$ cat src/rtl/video_mixer_pkg.sv
// Shared types and helpers for the video layer mixer.
package video_mixer_pkg;

    localparam int PIX_BITS = 4;   // default bits per colour channel
    localparam int MAX_CB   = 16;  // widest channel the blend helper handles

    typedef enum logic [1:0] {
        MODE_OFF    = 2'b00,
        MODE_OPAQUE = 2'b01,
        MODE_KEY    = 2'b10,
        MODE_BLEND  = 2'b11
    } layer_mode_t;

    typedef struct packed {
        logic [PIX_BITS-1:0] r;
        logic [PIX_BITS-1:0] g;
        logic [PIX_BITS-1:0] b;
    } rgb_t;

    // 50% blend of one channel, rounding down; callers zero-extend into MAX_CB bits.
    function automatic logic [MAX_CB-1:0] blend_ch(input logic [MAX_CB-1:0] a,
                                                   input logic [MAX_CB-1:0] b);
        return MAX_CB'(({1'b0, a} + {1'b0, b}) >> 1);
    endfunction

endpackage

$ cat src/rtl/video_layer_mixer_fifo.sv
// Per-layer pixel FIFO. Flush wins over push and pop; no write-to-read bypass.
module pixel_fifo #(
    parameter int DEPTH = 16,
    parameter int WIDTH = 12
) (
    input  logic             clk,
    input  logic             reset_n_i,
    input  logic             push,
    input  logic [WIDTH-1:0] push_data,
    input  logic             pop,
    input  logic             flush,
    output logic [WIDTH-1:0] pop_data,
    output logic             full,
    output logic             empty
);

    localparam int AW = $clog2(DEPTH);
    localparam int CW = AW + 1;

    logic [AW-1:0]    wr_ptr_q, wr_ptr_d;
    logic [AW-1:0]    rd_ptr_q, rd_ptr_d;
    logic [CW-1:0]    count_q, count_d;
    logic [WIDTH-1:0] mem_q [DEPTH];
    logic             do_push, do_pop;

    assign full     = (count_q == CW'(DEPTH));
    assign empty    = (count_q == '0);
    assign pop_data = mem_q[rd_ptr_q];

    // Next-state for pointers and occupancy; full blocks push even when popping.
    always_comb begin
        do_push  = push && !full && !flush;
        do_pop   = pop && !empty && !flush;
        wr_ptr_d = wr_ptr_q + AW'(do_push);
        rd_ptr_d = rd_ptr_q + AW'(do_pop);
        count_d  = count_q + CW'(do_push) - CW'(do_pop);
        if (flush) begin
            wr_ptr_d = '0;
            rd_ptr_d = '0;
            count_d  = '0;
        end
    end

    // Pointer and count registers.
    always_ff @(posedge clk or negedge reset_n_i) begin
        if (!reset_n_i) begin
            wr_ptr_q <= '0;
            rd_ptr_q <= '0;
            count_q  <= '0;
        end else begin
            wr_ptr_q <= wr_ptr_d;
            rd_ptr_q <= rd_ptr_d;
            count_q  <= count_d;
        end
    end

    // Storage array; contents are don't-care while the entry is not counted.
    always_ff @(posedge clk) begin
        if (do_push) mem_q[wr_ptr_q] <= push_data;
    end

endmodule

$ cat src/rtl/video_layer_mixer.sv
// N-layer compositor: per-layer FIFOs, shadowed mode/background, 2-stage timing pipe.
// Push handshake: a layer entry is taken on a clock edge where layer_valid_i[k] and
// layer_ready_o[k] are both 1, except in the frame_o cycle when FIFOs flush.
module video_layer_mixer
    import video_mixer_pkg::*;
#(
    parameter int NUM_LAYERS = 2,
    parameter int COLOR_BITS = PIX_BITS,
    parameter int FIFO_DEPTH = 16,
    parameter logic [3*COLOR_BITS-1:0] KEY_COLOR = '0
) (
    input  logic                               clk,
    input  logic                               reset_n_i,
    input  logic                               hsync_i,
    input  logic                               vsync_i,
    input  logic                               de_i,
    input  logic [NUM_LAYERS-1:0]              layer_valid_i,
    output logic [NUM_LAYERS-1:0]              layer_ready_o,
    input  logic [NUM_LAYERS*3*COLOR_BITS-1:0] layer_data_i,
    input  logic [2*NUM_LAYERS-1:0]            mode_i,
    input  logic [3*COLOR_BITS-1:0]            bg_color_i,
    input  logic                               err_clr_i,
    output logic                               frame_o,
    output logic                               hsync_o,
    output logic                               vsync_o,
    output logic                               de_o,
    output logic [COLOR_BITS-1:0]              r_o,
    output logic [COLOR_BITS-1:0]              g_o,
    output logic [COLOR_BITS-1:0]              b_o,
    output logic [NUM_LAYERS-1:0]              underflow_o
);

    localparam int PW = 3 * COLOR_BITS;

    logic                    vs_prev_q, vs_prev_d;
    logic                    frame_q, frame_d;
    logic [2*NUM_LAYERS-1:0] mode_sh_q, mode_sh_d;
    logic [PW-1:0]           bg_sh_q, bg_sh_d;
    logic                    s1_hs_q, s1_vs_q, s1_de_q;
    logic                    out_hs_q, out_vs_q, out_de_q;
    logic [PW-1:0]           out_pix_q, out_pix_d;
    logic [NUM_LAYERS-1:0]   uf_q, uf_d;

    logic [NUM_LAYERS-1:0]    fifo_full, fifo_empty, fifo_pop, uf_set;
    logic [NUM_LAYERS*PW-1:0] fifo_rd;
    logic [PW-1:0]            acc;

    for (genvar k = 0; k < NUM_LAYERS; k++) begin : g_layer
        pixel_fifo #(.DEPTH(FIFO_DEPTH), .WIDTH(PW)) u_fifo (
            .clk       (clk),
            .reset_n_i (reset_n_i),
            .push      (layer_valid_i[k]),
            .push_data (layer_data_i[k*PW +: PW]),
            .pop       (fifo_pop[k]),
            .flush     (frame_q),
            .pop_data  (fifo_rd[k*PW +: PW]),
            .full      (fifo_full[k]),
            .empty     (fifo_empty[k])
        );
    end

    assign layer_ready_o = ~fifo_full;

    // Bottom-to-top composite of the S1 pixel; empty layers fall through as transparent.
    always_comb begin
        acc      = bg_sh_q;
        fifo_pop = '0;
        uf_set   = '0;
        for (int k = 0; k < NUM_LAYERS; k++) begin
            if (s1_de_q && (layer_mode_t'(mode_sh_q[2*k +: 2]) != MODE_OFF)) begin
                if (fifo_empty[k]) begin
                    uf_set[k] = 1'b1;
                end else begin
                    fifo_pop[k] = 1'b1;
                    case (layer_mode_t'(mode_sh_q[2*k +: 2]))
                        MODE_OPAQUE: acc = fifo_rd[k*PW +: PW];
                        MODE_KEY: begin
                            if (fifo_rd[k*PW +: PW] != KEY_COLOR) acc = fifo_rd[k*PW +: PW];
                        end
                        MODE_BLEND: begin
                            for (int c = 0; c < 3; c++) begin
                                acc[c*COLOR_BITS +: COLOR_BITS] = COLOR_BITS'(blend_ch(
                                    MAX_CB'(acc[c*COLOR_BITS +: COLOR_BITS]),
                                    MAX_CB'(fifo_rd[k*PW + c*COLOR_BITS +: COLOR_BITS])));
                            end
                        end
                        default: acc = acc;
                    endcase
                end
            end
        end
    end

    // Frame edge detect, shadow loads, blanked pixel and sticky underflow next-state.
    always_comb begin
        vs_prev_d = vsync_i;
        frame_d   = vs_prev_q && !vsync_i;
        mode_sh_d = frame_q ? mode_i : mode_sh_q;
        bg_sh_d   = frame_q ? bg_color_i : bg_sh_q;
        out_pix_d = s1_de_q ? acc : '0;
        uf_d      = (uf_q & ~{NUM_LAYERS{err_clr_i}}) | uf_set;
    end

    // Pipeline, shadow and flag registers.
    always_ff @(posedge clk or negedge reset_n_i) begin
        if (!reset_n_i) begin
            vs_prev_q <= 1'b0;
            frame_q   <= 1'b0;
            mode_sh_q <= '0;
            bg_sh_q   <= '0;
            s1_hs_q   <= 1'b0;
            s1_vs_q   <= 1'b0;
            s1_de_q   <= 1'b0;
            out_hs_q  <= 1'b0;
            out_vs_q  <= 1'b0;
            out_de_q  <= 1'b0;
            out_pix_q <= '0;
            uf_q      <= '0;
        end else begin
            vs_prev_q <= vs_prev_d;
            frame_q   <= frame_d;
            mode_sh_q <= mode_sh_d;
            bg_sh_q   <= bg_sh_d;
            s1_hs_q   <= hsync_i;
            s1_vs_q   <= vsync_i;
            s1_de_q   <= de_i;
            out_hs_q  <= s1_hs_q;
            out_vs_q  <= s1_vs_q;
            out_de_q  <= s1_de_q;
            out_pix_q <= out_pix_d;
            uf_q      <= uf_d;
        end
    end

    assign frame_o     = frame_q;
    assign hsync_o     = out_hs_q;
    assign vsync_o     = out_vs_q;
    assign de_o        = out_de_q;
    assign r_o         = out_pix_q[2*COLOR_BITS +: COLOR_BITS];
    assign g_o         = out_pix_q[COLOR_BITS +: COLOR_BITS];
    assign b_o         = out_pix_q[0 +: COLOR_BITS];
    assign underflow_o = uf_q;

endmodule

$ cat config.mk
export PLATFORM = sky130hd
export DESIGN_NAME = video_layer_mixer
export DESIGN_NICKNAME = d
export VERILOG_FILES = /design/src/rtl/video_mixer_pkg.sv /design/src/rtl/video_layer_mixer_fifo.sv /design/src/rtl/video_layer_mixer.sv
export SDC_FILE = /design/constraint.sdc
export NUM_CORES = 1
export LEC_CHECK = 0
export ABC_CLOCK_PERIOD_IN_PS = 9100
export BUFFER_PORTS_ARGS = -buffer_cell sky130_fd_sc_hd__clkbuf_2
export CAP_MARGIN = 20
export CORE_MARGIN = 2
export CORE_UTILIZATION = 45
export CTS_BUF_LIST = sky130_fd_sc_hd__clkbuf_4
export CTS_CLUSTER_DIAMETER = 60
export DETAILED_ROUTE_END_ITERATION = 7
export GPL_TIMING_DRIVEN = 0
export SETUP_SLACK_MARGIN = 0.05
export SLEW_MARGIN = 5
export SYNTH_ARGS = -nofsm -noshare
export SYNTH_HDL_FRONTEND = slang
export SYNTH_SLANG_ARGS = --single-unit
$ cat constraint.sdc
create_clock -name clk -period 9.1 [get_ports clk]
set_input_delay 0.455 -clock clk [delete_from_list [all_inputs] [get_ports clk]]
set_output_delay 0.455 -clock clk [all_outputs]
set_load 0.005 [all_outputs]
==> results.tsv <==
stage	metric	value	unit
status	outcome	finished, final reports clean	
yosys	synth_simple_gate_area_share	0.0555	
yosys	post_synth_instance_area	19000	µm²
min_path	holdCritPathClass	input pin to asynchronous set/reset pin	
timing	final.setup_skew	95.2	ps
place	placedCellCount	1717	
route	avgRoutedWirePerCell	22.6	µm
worst_setup_path	cp.arrival	6400	ps
place	dp.final_hpwl	30000	µm
route	post_drt_via_cell_ratio	5.62	
global_route	grt_first_pass_wirelength	68100	µm
yosys	synth.yosys.warnings	0	
yosys	yosysSeqAreaShare	0.689	
yosys	post_synth_edffs	384	
route	met2_wirelength_from_detailed_routing	21100	µm
global_route	initial_antenna_violation_count	3	
global_route	global_route_total_usage_across_every_layer	0.210	
route	route.met3.wl	2570	µm
yosys	compound_gate_fraction_of_synth_area	0.0543	
route	maxUsedRoutingLayer	met5	
finish	final_design_area_no_fill	22300	µm²
die	initial_utilization	0.454	
yosys	yosys.area_share.xor_xnor	0.0101	
pwr	post-layout-total-power	0.00631	W
finish	final_cells	1960	
die	placement_rows	75	
pwr	irDropWorstVdd	0.000131	V
clock_network	clk_root_buffer_cell	sky130_fd_sc_hd__clkbuf_4	
worst_setup_path	critical_path_required	9810	ps
timing	layout_min_cycle_time	5690	ps
yosys	synth_top_family_by_area	multiplexers	
yosys	synth_fp_nets	1176	
place	io_buffer_count	67	
timing	period_share	0.625	
die	die-area	43900	µm²
flow_run	drv.max_cap_violation_count	0	
pwr	power_leakage	7.81	nW
route	routed_wl	44400	µm
finish	drive_gt1_frac	0.311	
timing	final.setup.tns	0	ps
clock_network	clock_path_buffers	3	
timing	setup_violations	0	
clock_network	cts-buffers-inserted	112	
die	design.core.area	41900	µm²
worst_setup_path	critPathLaunch	g_layer[0].u_fifo.rd_ptr_q[1]	
timing	rsz_0062_raised_after_global_routing	false	
clock_network	cts_setup_buffers	0	
yosys	ys_async_sr_fraction	0.141	
clock_network	tritoncts	done	
yosys	muxShareOfSynthArea	0.139	
worst_setup_path	path_class	flip-flop to flip-flop	
global_route	grt_pass1_vias	11400	
route	firstDrtPassIters	5	
clock_network	post_cts_resized	0	
yosys	postSynthAreaPerCell	17.6	µm²
place	dpl_cell_area	20500	µm²
finish	areaGrowthSynthToFinish	17.5	%
die	die_y	210	µm
die	die-width	210	µm
yosys	ys_dominant_reg_cell	sky130_fd_sc_hd__edfxtp_1	
finish	postLayoutCoreUtil	0.534	
route	route.vias.total	11000	
worst_setup_path	timing.reg2reg.setup_slack	3410	ps
clock_network	clk_transition_reported_paths	70	ps
pwr	pwr_density_cell	282	nW/µm²
worst_setup_path	worstPathMaxFanout	10	
yosys	synth_fa_ha_area_frac	0.0340	
route	drt-met1-wl	19700	µm
global_route	grt_max_degree	34	
clock_network	cts.sinks	447	
yosys	synth.ff_latch_count	447	
yosys	netlist_instances	1082	
yosys	synth.area.top_cells	sky130_fd_sc_hd__edfxtp_1 61%, sky130_fd_sc_hd__mux4_2 12%, sky130_fd_sc_hd__dfrtp_1 8.3%	
worst_setup_path	critical_r2r_launch	g_layer[0].u_fifo.rd_ptr_q[1]	
route	route.antenna.remaining_nets	0	
timing	finalMaxSlewViolations	0	
timing	max-slew-margin-rel	0.369	
yosys	synth.lib_cells_used.distinct	68	
place	finalWeightedCongestion	0.857	
die	num_io_pins	68	
yosys	post-synth-top-area-cell	sky130_fd_sc_hd__edfxtp_1	
route	drc_violation_count_after_routing	0	
yosys	synthDominantCellAreaShare	0.606	
global_route	overflow	0	
finish	final_nets	1431	
timing	final-hold-violation-count	0	
clock_network	clock_insertion_delay_worst_skew	880	ps
worst_setup_path	critical_path.endpoint_type	flip-flop	
route	dr.first_iter.drc_count	788	
worst_setup_path	worst_setup_path_start_kind	flip-flop	
timing	tightestPinTransition	946	ps
clock_network	cts-htree-levels	3	
timing	fmax_achieved	176	MHz
clock_network	cts_hold_repair.buffers	45	
==> worst paths after layout <==
kind,cells after the start,end
worst max-delay path,20,out_pix_q[2]
worst min register to register,0,hsync_o
worst max register to register,20,out_pix_q[2]
max in group asynchronous,3,s1_vs_q
min in group clk,2,s1_hs_q
worst min-delay path,2,g_layer[1].u_fifo.count_q[3]
==> synth_stat cells, types with 5 or more instances <==
cell type	instances
sky130_fd_sc_hd__nand2_1	48
sky130_fd_sc_hd__o22ai_1	6
sky130_fd_sc_hd__dfrtp_1	63
sky130_fd_sc_hd__inv_1	25
sky130_fd_sc_hd__xnor2_1	12
sky130_fd_sc_hd__mux2i_1	5
sky130_fd_sc_hd__fa_1	8
sky130_fd_sc_hd__nor2b_1	18
sky130_fd_sc_hd__nor4_1	6
sky130_fd_sc_hd__nand3_1	14
sky130_fd_sc_hd__mux2_2	13
sky130_fd_sc_hd__buf_1	8
sky130_fd_sc_hd__o2bb2ai_1	5
sky130_fd_sc_hd__edfxtp_1	384
sky130_fd_sc_hd__a21o_1	10
sky130_fd_sc_hd__a22oi_1	28
sky130_fd_sc_hd__nand2b_1	13
sky130_fd_sc_hd__nor2_1	57
sky130_fd_sc_hd__nor3_1	14
sky130_fd_sc_hd__a21oi_1	46
sky130_fd_sc_hd__o21ai_0	21
sky130_fd_sc_hd__nand3b_1	7
sky130_fd_sc_hd__xor2_1	10
sky130_fd_sc_hd__mux4_2	105
sky130_fd_sc_hd__clkbuf_1	35
sky130_fd_sc_hd__and2_1	7
sky130_fd_sc_hd__buf_2	5
sky130_fd_sc_hd__ha_1	38
==> power by group <==
group / leakage (nW) / total [W] / switching (W) / internal [W]
registers: 4.26 / 0.00248 / 0.0000854 / 0.00239
clock network: 0.839 / 0.00164 / 0.000789 / 0.000848
logic: 2.71 / 0.00219 / 0.00121 / 0.000980
total: 7.81 / 0.00631 / 0.00208 / 0.00422
==> layer usage <==
metal  global-route usage  vias up
met1                0.290     5648
met4               0.0660        2
li1                     -     4944
met5                    0        -
met2                0.334      336
met3               0.0521       88
==> placed cells by master (no fill, tap or decap), types with 7 or more instances in the layout <==
master / count
sky130_fd_sc_hd__nor2_2: 21
sky130_fd_sc_hd__mux2_2: 13
sky130_fd_sc_hd__xnor2_1: 12
sky130_fd_sc_hd__xor2_1: 10
sky130_fd_sc_hd__fa_1: 8
sky130_fd_sc_hd__clkbuf_4: 171
sky130_fd_sc_hd__buf_1: 8
sky130_fd_sc_hd__dfrtp_1: 63
sky130_fd_sc_hd__mux4_2: 105
sky130_fd_sc_hd__a21oi_1: 46
sky130_fd_sc_hd__clkinv_1: 18
sky130_fd_sc_hd__nor2_1: 36
sky130_fd_sc_hd__and2_1: 7
sky130_fd_sc_hd__nor2b_1: 18
sky130_fd_sc_hd__a21o_1: 10
sky130_fd_sc_hd__dlygate4sd3_1: 45
sky130_fd_sc_hd__nand3_1: 14
sky130_fd_sc_hd__ha_1: 38
sky130_fd_sc_hd__a22oi_1: 28
sky130_fd_sc_hd__nor3_2: 8
sky130_fd_sc_hd__nand2_1: 48
sky130_fd_sc_hd__inv_1: 25
sky130_fd_sc_hd__buf_6: 17
sky130_fd_sc_hd__clkbuf_2: 66
sky130_fd_sc_hd__nand3b_1: 7
sky130_fd_sc_hd__edfxtp_1: 384
sky130_fd_sc_hd__buf_8: 13
sky130_fd_sc_hd__clkbuf_1: 35
sky130_fd_sc_hd__nand2b_1: 13
sky130_fd_sc_hd__o21ai_0: 21
==> area by class of cell <==
type                    count  area (µm²)
fillers                  3380       19500
plain buffers              52         231
repair buffers            141        1160
well taps                 539         674
clock buffers             170        1280
diodes                      3        7.51
inverters                  26        97.6
flip-flops and latches    447       13100
multi-input cells         557        5670
clock inverters            25         119
==> cell families (layout without fill, tap and decap cells) <==
group | Yosys count | after routing
flops | 447 | 447
simple gates | 206 | 206
compound gates | 155 | 155
mux | 127 | 127
buf+inv | 78 | 414
fa+ha+maj | 47 | 47
xor+xnor | 22 | 22
other cells | 0 | 3
==> metrics by stage <==
| step | worst slack [ps] | hold slack (ps) |
|---|---|---|
| detailed placement | 3400 | 350 |
| CTS | 3400 | 60.7 |
| finish | 3410 | 108 |
| floorplan | 4850 | 159 |
| global route | 3020 | 82.3 |
| global placement | 3420 | 351 |
==> sequential cells by signal, summed over array words and instances (netlist names), 2 cells and up <==
signal                   flops
g_layer.u_fifo.rd_ptr_q      8
bg_sh_q                     12
mode_sh_q                    4
g_layer.u_fifo.count_q      10
g_layer.u_fifo.mem_q       384
underflow_o                  2
g_layer.u_fifo.wr_ptr_q      8
out_pix_q                   12
==> worst max-delay path: stages (launching register included) <==
cell                        delay [ps]
sky130_fd_sc_hd__dfrtp_1           420
sky130_fd_sc_hd__buf_1             550
sky130_fd_sc_hd__clkbuf_1          660
sky130_fd_sc_hd__mux4_2            410
sky130_fd_sc_hd__a22oi_1           250
sky130_fd_sc_hd__nand2_1           290
sky130_fd_sc_hd__ha_1              430
sky130_fd_sc_hd__inv_1             110
sky130_fd_sc_hd__a21boi_0           90
sky130_fd_sc_hd__o221a_2           290
sky130_fd_sc_hd__mux2i_1           200
sky130_fd_sc_hd__o21ai_0           140
sky130_fd_sc_hd__a21oi_1           170
sky130_fd_sc_hd__o22a_1            190
sky130_fd_sc_hd__ha_1              290
sky130_fd_sc_hd__a21oi_1           250
sky130_fd_sc_hd__nor3_1             70
sky130_fd_sc_hd__a31oi_1           150
sky130_fd_sc_hd__o21ai_0            90
sky130_fd_sc_hd__a2111oi_0         360
sky130_fd_sc_hd__o2bb2ai_1         150
Note: power is estimated with default switching activity, not from simulation.
